**config.mk**
```make
export PLATFORM = sky130hd
export DESIGN_NAME = seq_det_prog
export DESIGN_NICKNAME = d
export VERILOG_FILES = /design/src/rtl/seq_det_prog.sv
export SDC_FILE = /design/constraint.sdc
export NUM_CORES = 1
export LEC_CHECK = 0
export BUFFER_PORTS_ARGS = -buffer_cell sky130_fd_sc_hd__buf_2
export CAP_MARGIN = 20
export CORE_MARGIN = 2
export CORE_UTILIZATION = 52
export CTS_CLUSTER_DIAMETER = 100
export DETAILED_ROUTE_END_ITERATION = 6
export GPL_ROUTABILITY_DRIVEN = 0
export PLACE_DENSITY = 0.82
export SLEW_MARGIN = 10
export SYNTH_ARGS = -nofsm -noshare
export SYNTH_HDL_FRONTEND = slang
export SYNTH_SLANG_ARGS = --single-unit
```
**constraint.sdc**
```tcl
create_clock -name clk -period 2.2 [get_ports clk]
set_input_delay 0.33 -clock clk [delete_from_list [all_inputs] [get_ports clk]]
set_output_delay 0.33 -clock clk [all_outputs]
set_load 0.02 [all_outputs]
```
**src/rtl/seq_det_prog.sv**
```systemverilog
// Run-time programmable serial sequence detector.
// Shifts in valid serial bits and compares the last PAT_W of them with a
// loadable pattern. Supports overlapping and non-overlapping detection and
// keeps a saturating match counter.
module seq_det_prog #(
    parameter int              PAT_W     = 4,
    parameter int              CNT_W     = 8,
    parameter logic [PAT_W-1:0] RESET_PAT = 4'b1011
) (
    input  logic             clk,
    input  logic             reset,
    input  logic             ser_in,
    input  logic             ser_valid,
    input  logic             overlap_en,
    input  logic             pat_load,
    input  logic [PAT_W-1:0] pat_in,
    input  logic             cnt_clr,
    output logic             det_out,
    output logic [CNT_W-1:0] det_cnt,
    output logic             cnt_sat
);

    // fill has to be able to hold the value PAT_W itself
    localparam int               FILL_W    = $clog2(PAT_W + 1);
    localparam logic [FILL_W-1:0] FILL_LAST = FILL_W'(PAT_W - 1);
    localparam logic [FILL_W-1:0] FILL_FULL = FILL_W'(PAT_W);

    typedef enum logic {
        S_FILL  = 1'b0,
        S_ARMED = 1'b1
    } state_t;

    state_t             state_q, state_d;
    logic [PAT_W-1:0]   pat_q, pat_d;
    logic [PAT_W-1:0]   hist_q, hist_d;
    logic [FILL_W-1:0]  fill_q, fill_d;
    logic               det_q, det_d;
    logic [CNT_W-1:0]   cnt_q, cnt_d;

    logic [PAT_W-1:0]   hist_upd;
    logic               match;
    logic               sat;

    assign sat      = &cnt_q;
    assign hist_upd = {hist_q[PAT_W-2:0], ser_in};

    // Next-state: pattern load, history shift, fill/arm FSM, match and counter
    always_comb begin
        state_d = state_q;
        pat_d   = pat_q;
        hist_d  = hist_q;
        fill_d  = fill_q;
        cnt_d   = cnt_q;
        match   = 1'b0;

        if (pat_load) begin
            // a bit arriving in the load cycle is deliberately dropped
            pat_d   = pat_in;
            fill_d  = '0;
            state_d = S_FILL;
        end else if (ser_valid) begin
            hist_d = hist_upd;
            case (state_q)
                S_FILL: begin
                    if (fill_q == FILL_LAST) begin
                        // completing bit: evaluate against the updated history
                        match = (hist_upd == pat_q);
                        if (match && !overlap_en) begin
                            state_d = S_FILL;
                            fill_d  = '0;
                        end else begin
                            state_d = S_ARMED;
                            fill_d  = FILL_FULL;
                        end
                    end else begin
                        fill_d = fill_q + FILL_W'(1);
                    end
                end
                S_ARMED: begin
                    match = (hist_upd == pat_q);
                    if (match && !overlap_en) begin
                        state_d = S_FILL;
                        fill_d  = '0;
                    end
                end
                default: begin
                    state_d = S_FILL;
                    fill_d  = '0;
                end
            endcase
        end

        det_d = match;

        // clear has priority over counting a simultaneous match
        if (cnt_clr) begin
            cnt_d = '0;
        end else if (match && !sat) begin
            cnt_d = cnt_q + CNT_W'(1);
        end
    end

    // State registers with synchronous reset overriding every other input
    always_ff @(posedge clk) begin
        if (reset) begin
            state_q <= S_FILL;
            pat_q   <= RESET_PAT;
            hist_q  <= '0;
            fill_q  <= '0;
            det_q   <= 1'b0;
            cnt_q   <= '0;
        end else begin
            state_q <= state_d;
            pat_q   <= pat_d;
            hist_q  <= hist_d;
            fill_q  <= fill_d;
            det_q   <= det_d;
            cnt_q   <= cnt_d;
        end
    end

    assign det_out = det_q;
    assign det_cnt = cnt_q;
    assign cnt_sat = sat;

endmodule

```
==> Word level (Yosys, flattened, before mapping) <==
Cells that the tools add are included.
{ "word_totals": {"mem_count": 0, "ff_bits": 20, "ram_bits": 0, "mem_bits_ro": 0, "latch_bits": 0, "in_bits": 11, "wordCells": 33} }
{ "op_classes": {"bitwise_logic": 2, "div_mod_pow": 0, "shift": 0, "n_reduce_logical": 9, "n_mul": 0, "muxes": 11, "n_addsub": 2, "n_lt_le_gt_ge": 0, "eq_ne": 3} }
{ "ops": {"columns": ["op", "n"], "rows": [
  ["3-bit two-way mux", 3],
  ["8-bit by 1-bit adder with 8-bit output (second input constant)", 1],
  ["8-bit AND reduction", 1],
  ["3-bit one-hot mux with 2 select lines", 1],
  ["1-bit two-way mux", 5],
  ["4-bit equality test", 1],
  ["1-bit one-hot mux with 2 select lines", 2],
  ["2-bit AND reduction", 2],
  ["2-bit OR reduction", 2],
  ["3-bit by 1-bit adder with 3-bit output (second input constant)", 1],
  ["3-bit by 2-bit equality test with 1-bit output (second input constant)", 1],
  ["1-bit logical AND", 2],
  ["1-bit zero test", 2],
  ["2-bit by 1-bit inequality test with 1-bit output (second input constant)", 1],
  ["1-bit NOT", 2]
]} }

==> Longest topological paths before layout <==
Gate-level depths: netlist of the first run.
{ "depth": {"ltp_word": 6, "depth_mapped": 6} }

==> Worst setup path after synthesis of the first run <==
OpenSTA, ideal clock, no wires.
{ "synth_timing": {"path_type": "register to register", "from": "register cnt_q[0], in the netlist det_cnt[0]", "to": "register cnt_q[0], in the netlist det_cnt[0]", "t_required_ps": 2130, "stages_incl_launch_ff": 6, "n_path_buf": 1, "setup_ps": 70, "slack_ps": 536, "arrival_time_ps": 1594, "path_cell_list": "dfxtp_1 ha_1 and4_4 buf_6 or4_1 a21oi_1"} }
{ "synth_between": {"elab_chain_len": 3} }
{ "synth_lines": {"columns": ["element", "line_no", "source"], "rows": [
  ["start: declaration", "38", "logic [CNT_W-1:0] cnt_q, cnt_d;"],
  ["start signal: assignment", "118", "cnt_q <= cnt_d;"],
  ["8-bit AND reduction", "44", "assign sat = &cnt_q;"],
  ["net cnt_sat", "20", "output logic cnt_sat"],
  ["1-bit zero test", "98", "end else if (match && !sat) begin"],
  ["1-bit logical AND", "98", null]
]} }
The timed path passes the listed nets, and every way through them passes these cells.
A chain may end at the register's enable or synchronous reset.

==> Worst setup path in the final report of the first run <==
{ "layout_timing": {"from": "register cnt_q[0], in the netlist det_cnt[0]", "to": "output port cnt_sat"} }
{ "layout_between": {"elab_chain_len": 1} }
{ "layout_lines": {"columns": ["element", "line_no"], "rows": [
  ["8-bit AND reduction", "44"],
  ["end: declaration", "20"]
]} }
Every way passes these cells.

==> impl_metrics.env, run 1 <==
export IMPL_worst_pin_slew_ns=0.4223
export IMPL_synthToLayoutAreaGrowth_pct=13.15
export IMPL_drive_gt1_share_pct=25.00
export IMPL_routed_via_density=5.824
export IMPL_wl_per_cell_um=13.15
export IMPL_cts_root_buf="clkbuf_4"
export IMPL_p_leak_nw=0.4558
export IMPL_rows=15
export IMPL_grt_overflow_total=0
export IMPL_yosys_top_cells_area="dfxtp_1 40%, mux2i_1 8.9%, or3_1 3.7%"
export IMPL_post_cts_buffers=0
export IMPL_chipWidth_um=48.04
export IMPL_whs_ns=0.2273
export IMPL_crit_required_ns=1.87
export IMPL_ys_seq_elements=20
export IMPL_antenna_found_initial=0
export IMPL_ys_types=34
export IMPL_cts_hold_buffers=0
export IMPL_synth_top_area_cell="dfxtp_1"
export IMPL_fin_tns_setup_ns=0
export IMPL_clkTransAtPathRegs_ns=0.10
export IMPL_peakVddDrop_mv=0.3938
export IMPL_ys_flop_type="dfxtp_1"
export IMPL_status="completed"
export IMPL_critPathKind="flip-flop to output port"
export IMPL_syn_avg_cell_area_um2=9.338
export IMPL_slew_headroom_pct=71.75
export IMPL_finalCriticalPeriod_ns=1.817
export IMPL_synthCells=108
export IMPL_die_area_um2=2308
export IMPL_drv_slew=0
export IMPL_rr_startpoint="fill_q[0]$_SDFFE_PP0P_"
export IMPL_slowest_stage="dfxtp_1"
export IMPL_power_mw=0.5992
export IMPL_syn_cell_area_um2=1008
export IMPL_yosysSeqAreaShare_pct=39.70
export IMPL_synth_edff_count=0
export IMPL_hp_start="pat_in[3]"
export IMPL_cap_viol_max_count=0
export IMPL_cts_resized=0
export IMPL_worst_clock_skew_ns=0.001143
export IMPL_setup_violations_final=0
export IMPL_synthArstFlopShare_pct=0
export IMPL_insertion_delay_ns=0.30
export IMPL_grt_pass1_vias=692
export IMPL_cts_buffer_depth=2
export IMPL_ios=21
export IMPL_powerDensity_nw_per_um2=525.1
export IMPL_ys_warn_count=0
export IMPL_die_y_um=48.04
export IMPL_critPathBufInv=1
export IMPL_yosys_area_top_type_share_pct=39.70
export IMPL_r2r_cells=6
export IMPL_core_um2=1783
export IMPL_nets=143
export IMPL_cp_max_fo=10
export IMPL_io_buffers=20
export IMPL_clock_sinks=20
export IMPL_rsz0062_at_grt="false"
export IMPL_vias=891
export IMPL_fin_ws_ns=0.3828
export IMPL_worstHoldPathType="input pin to flip-flop"
export IMPL_place_ws_ns=0.4534
export IMPL_cts_tree="built"
export IMPL_grt_usage_pct=20.26
export IMPL_cp_num_cells=3
export IMPL_nFillCells=155
export IMPL_drt_iter0_markers=36
export IMPL_setup_worst_path_start="det_cnt[0]$_SDFFE_PP0P_"
export IMPL_grt_max_degree=18
export IMPL_drc=0
export IMPL_ant_nets=0
export IMPL_max_freq_mhz=550.3
export IMPL_end_kind="output port"
export IMPL_path_cells="ha_1, and4_4, buf_2"
export IMPL_fin_crit_sh_pct=82.60
export IMPL_cp_top_family="flip-flops"
export IMPL_diodes=0
export IMPL_synth_nets=121
export IMPL_crit_arrival_ns=1.49
export IMPL_first_pass_iters=7
export IMPL_synth_common_cells="20 x dfxtp_1, 9 x mux2i_1, 9 x nand2_1"
export IMPL_dpl_hpwl_mm=1.481
export IMPL_grt_first_pass_wirelength_mm=3.222
export IMPL_post_synth_top_count_cell="dfxtp_1"
export IMPL_start_util_pct=56.56
export IMPL_start_kind="flip-flop"
export IMPL_stdcell_area_um2=1141
export IMPL_min_delay_path_depth=2
export IMPL_hold_viol=0
export IMPL_postPlaceCellArea_um2=1119
export IMPL_critical_path_max_stage_delay_ns=0.45
export IMPL_drt_wl_total_mm=2.012
export IMPL_numCtsBuffers=3
export IMPL_htreeDepth=1
cell usage in the layout, fill, tap and decap left out, types with 2 or more instances in the layout:
cell / synthesis / layout
or3_1: 6 / 6
or4_1: 2 / 2
nor2_1: 6 / 6
nor2b_1: 4 / 4
nand2_1: 9 / 9
buf_4: 0 / 2
dfxtp_1: 20 / 20
buf_2: 2 / 20
inv_1: 4 / 4
and4_4: 2 / 2
mux2i_1: 9 / 9
nor4_1: 4 / 4
clkbuf_4: 0 / 3
xnor2_1: 4 / 4
ha_1: 2 / 2
a21oi_1: 3 / 3
o22ai_1: 4 / 4
a211o_1: 3 / 3
nand4_1: 2 / 2
nand3_1: 3 / 3
o31ai_1: 3 / 3
cell families (layout without fill, tap and decap cells):
| logic type | after synthesis | count (layout) | share of synthesized area, % |
|---|---|---|---|
| simple gates | 47 | 47 | 28.04 |
| flops | 20 | 20 | 39.70 |
| compound gates | 17 | 17 | 12.28 |
| mux | 9 | 9 | 8.933 |
| buf+inv | 9 | 29 | 5.086 |
| xor+xnor | 4 | 4 | 3.474 |
| fa+ha+maj | 2 | 2 | 2.481 |
state kept, by name, indices dropped and copies added, names as in the netlist:
register and count:
det_cnt 8, pat_q 4, fill_q 3, hist_q 3
det_out 1, state_q 1
path summary, 6_finish.rpt:
kind                                   to  slack [ns]
setup / recovery                  cnt_sat        0.38
hold / removal      pat_q[3]$_SDFFE_PP1P_        0.23
setup reg to reg  det_cnt[6]$_SDFFE_PP0P_        0.41
hold reg to reg    fill_q[0]$_SDFFE_PP0P_        0.47
power breakdown:
part	total, mW	internal (mW)	switching, mW
registers	0.374	0.369	0.00502
logic	0.0565	0.0273	0.0293
clock network	0.168	0.0639	0.104
total	0.599	0.461	0.139
through the flow:
step / cells / utilization, %
after detailed placement: 150 / 62.74
after global placement: 150 / 62.74
after global routing: 153 / 64.00
after CTS: 153 / 64.00
final: 153 / 64.00
after floorplan: 108 / -
layout make-up:
type                       count  area [um^2]  area share [%]
multi-input combinational     79        556.8           48.79
clock buffer                   3        22.52           1.974
sequential                    20        400.4           35.09
timing repair buffer          22        115.1           10.09
inverter                       4        15.01           1.316
tap                           25        31.28           2.741
metal layers:
layer,global-route usage [%],routed length [um],vias up
met3,6.792,149,2
li1,-,-,438
met5,0,0,-
met4,4.865,12,0
met2,30.67,956,36
met1,27.85,893,415
worst reg2reg max path, delay by kind of cell (launching register included):
kind                       cells  cell delay, ns
and+or+nand+nor                2            0.65
AOI/OAI and AO/OA              2            0.30
adders and majority gates      1            0.20
buffers and inverters          1            0.18
DFF                            1            0.37
Note: power is estimated with default switching activity, not from simulation.
==> run 2: changes to the inputs <==
CORE_UTILIZATION = 47   (was 52)
PLACE_DENSITY = 0.79   (was 0.82)
clock period = 1.5 ns   (was 2.2 ns; I/O delays follow)
==> run 2 against run 1 <==
Net effect:
- the flow now finishes with violations (negative setup slack)
- via count up 18%
- first-iteration DRC count down 25%
- routed wire length up 52%
- critical path depth up 3
- sequential share of layout area down 8.0 points
- utilization up 14 points
- non-clock buffer count up 23
- sequential power up 47%
- critical path type is now flip-flop to flip-flop
==> impl_metrics.env, run 2 (synthesis gave the netlist of run 1 again) <==
export IMPL_multi_input_area_um2=724.4
export IMPL_ant_nets=0
export IMPL_drt_iter0_markers=27
export IMPL_p_int_mw=0.8023
export IMPL_core_um2=2002
export IMPL_clock_sinks=20
export IMPL_min_delay_path_depth=2
export IMPL_pwr_share_seq_pct=51.6
export IMPL_io_buffers=20
export IMPL_reg2reg_to="det_cnt[1]$_SDFFE_PP0P_"
export IMPL_cts_buffer_depth=2
export IMPL_diodes=0
export IMPL_chipWidth_um=50.32
export IMPL_drc=0
export IMPL_postPlaceCellArea_um2=1256
export IMPL_grt_pass1_vias=968
export IMPL_place_ws_ns=-0.1585
export IMPL_grt_usage_pct=22.77
export IMPL_vias=1050
export IMPL_rsz0062_at_grt="true"
export IMPL_largest_reg_flops=8
export IMPL_htreeDepth=1
export IMPL_p_leak_nw=0.6160
export IMPL_synthToLayoutAreaGrowth_pct=54.59
export IMPL_grt_max_degree=17
export IMPL_cts_tree="built"
export IMPL_dpl_hpwl_mm=1.720
export IMPL_status="finished with violations"
export IMPL_critPathBufInv=2
export IMPL_rows=16
export IMPL_grt_overflow_total=0
export IMPL_rrSetupSlack_ns=-0.17
export IMPL_peakVddDrop_mv=0.6146
export IMPL_powerDensity_nw_per_um2=681.1
export IMPL_drv_slew=0
export IMPL_grt_first_pass_wirelength_mm=4.326
export IMPL_crit_required_ns=1.69
export IMPL_fin_ws_ns=-0.1716
export IMPL_path_cells="xnor2_2, nand4_1, buf_4, buf_4, o31ai_1, a21oi_1"
export IMPL_cp_top_family="compound AO/OA/AOI/OAI gates"
export IMPL_hold_viol=0
export IMPL_slew_headroom_pct=73.71
export IMPL_start_kind="flip-flop"
export IMPL_die_area_um2=2532
export IMPL_holdPathEnd="pat_q[3]$_SDFFE_PP1P_"
export IMPL_seq_area_um2=421.7
export IMPL_r2r_cells=6
export IMPL_wl_per_cell_um=17.09
export IMPL_numCtsBuffers=3
export IMPL_slowest_stage="dfxtp_2"
export IMPL_clockPowerShare_pct=37.3
export IMPL_routed_via_density=5.866
export IMPL_setup_violations_final=9
export IMPL_combPwrFrac_pct=11.1
export IMPL_insertion_delay_ns=0.32
export IMPL_worst_clock_skew_ns=0.01342
export IMPL_ios=21
export IMPL_most_common_layout_cells="19 x buf_2, 19 x buf_4, 9 x mux2i_1, 9 x dfxtp_1"
export IMPL_critPathKind="flip-flop to flip-flop"
export IMPL_antenna_found_initial=0
export IMPL_end_kind="flip-flop"
export IMPL_cp_max_fo=4
export IMPL_crit_arrival_ns=1.87
export IMPL_drive_gt1_share_pct=55.26
export IMPL_stdcell_area_um2=1559
export IMPL_fin_crit_sh_pct=111.4
export IMPL_cp_common_cell="buf_4"
export IMPL_max_freq_mhz=598.2
export IMPL_first_pass_iters=6
export IMPL_cap_viol_max_count=0
export IMPL_switchingPower_mw=0.2596
export IMPL_cts_root_buf="clkbuf_4"
export IMPL_die_y_um=50.32
export IMPL_failed_checks="negative setup slack"
export IMPL_nFillCells=122
export IMPL_nets=166
export IMPL_hp_start="pat_in[3]"
export IMPL_start_util_pct=50.37
export IMPL_clkTransAtPathRegs_ns=0.13
export IMPL_finalCriticalPeriod_ns=1.672
export IMPL_worstHoldPathType="input pin to flip-flop"
export IMPL_critical_path_max_stage_delay_ns=0.37
export IMPL_swShare_pct=24.45
export IMPL_rr_startpoint="hist_q[1]$_SDFFE_PP0P_"
export IMPL_drt_wl_total_mm=3.059
export IMPL_worst_pin_slew_ns=0.3929
-- run 2: changes by cell type in the layout (fill, tap and decap cells not counted), sizes merged --
cell    delta
clkbuf     +1
buf       +23
-- run 2: worst max-delay path by stage --
stage,startpoint,end,slack (ns),cells after the start
floorplan,det_cnt[5]$_SDFFE_PP0P_,det_cnt[1]$_SDFFE_PP0P_,-0.04,5
global placement,ser_in,det_cnt[5]$_SDFFE_PP0P_,-0.1,6
detailed placement,hist_q[1]$_SDFFE_PP0P_,det_cnt[5]$_SDFFE_PP0P_,-0.16,5
CTS,hist_q[0]$_SDFFE_PP0P_,det_cnt[0]$_SDFFE_PP0P_,-0.04,5
global route,hist_q[1]$_SDFFE_PP0P_,det_cnt[0]$_SDFFE_PP0P_,-0.24,5
finish,hist_q[1]$_SDFFE_PP0P_,det_cnt[1]$_SDFFE_PP0P_,-0.17,6
-- run 2: area by class of cell --
cell class,instances,area share (%)
Sequential cell,20,27.05
Timing Repair Buffer,45,20.30
Inverter,4,0.9631
Multi-Input combinational cell,79,46.47
Clock buffer,4,3.050
Tap cell,27,2.167
-- run 2: power by group through the flow --
| stage | Clock (mW) | Sequential [mW] | Combinational, mW |
|---|---|---|---|
| 6_report | 0.396 | 0.548 | 0.118 |
| 5_1_grt | 0.421 | 0.549 | 0.129 |
| 4_1_cts | 0.390 | 0.546 | 0.100 |
| 3_5_place_dp | 0 | 0.556 | 0.0953 |
| 3_3_place_gp | 0 | 0.555 | 0.0908 |
| 2_1_floorplan | 0 | 0.555 | 0.0576 |
-- run 2: routing by layer --
layer | part of all wire (%) | global-route usage (%) | vias to the layer above | wire length (um)
met5 | 0 | 0 | - | 0
met4 | 5.6 | 15.77 | 0 | 170
met3 | 4.1 | 3.571 | 15 | 124
met2 | 49 | 36.40 | 43 | 1507
met1 | 41 | 27.88 | 506 | 1258
li1 | - | - | 486 | -
-- run 2: through the flow --
step / util (%) / hold WS, ns / total power [mW] / setup TNS (ns) / cells
final: 77.88 / 0.08779 / 1.062 / -0.6421 / 179
after detailed placement: 62.75 / 0.4331 / 0.6510 / -0.6060 / 166
after floorplan: - / 0.3429 / 0.6121 / -0.06829 / 108
after global routing: 77.88 / 0.08005 / 1.099 / -1.541 / 179
after CTS: 70.88 / 0.09761 / 1.036 / -0.1148 / 175
after global placement: 62.75 / 0.4287 / 0.6460 / -0.3160 / 166
-- run 2: worst register-to-register path: cells and delay by family (launching register included) --
kind / cells / cell delay, ns
compound gates: 2 / 0.43
buf+inv: 2 / 0.36
simple gates: 1 / 0.23
flops: 1 / 0.37
xor+xnor: 1 / 0.16
-- run 2: repair_timing --
item,in CTS,in global routing
setup buffers,5,4
pin swaps,6,10
resized for setup,19,18
endpoints found under the hold margin,0,0
hold buffers,0,0
endpoints found under the setup margin,9,12
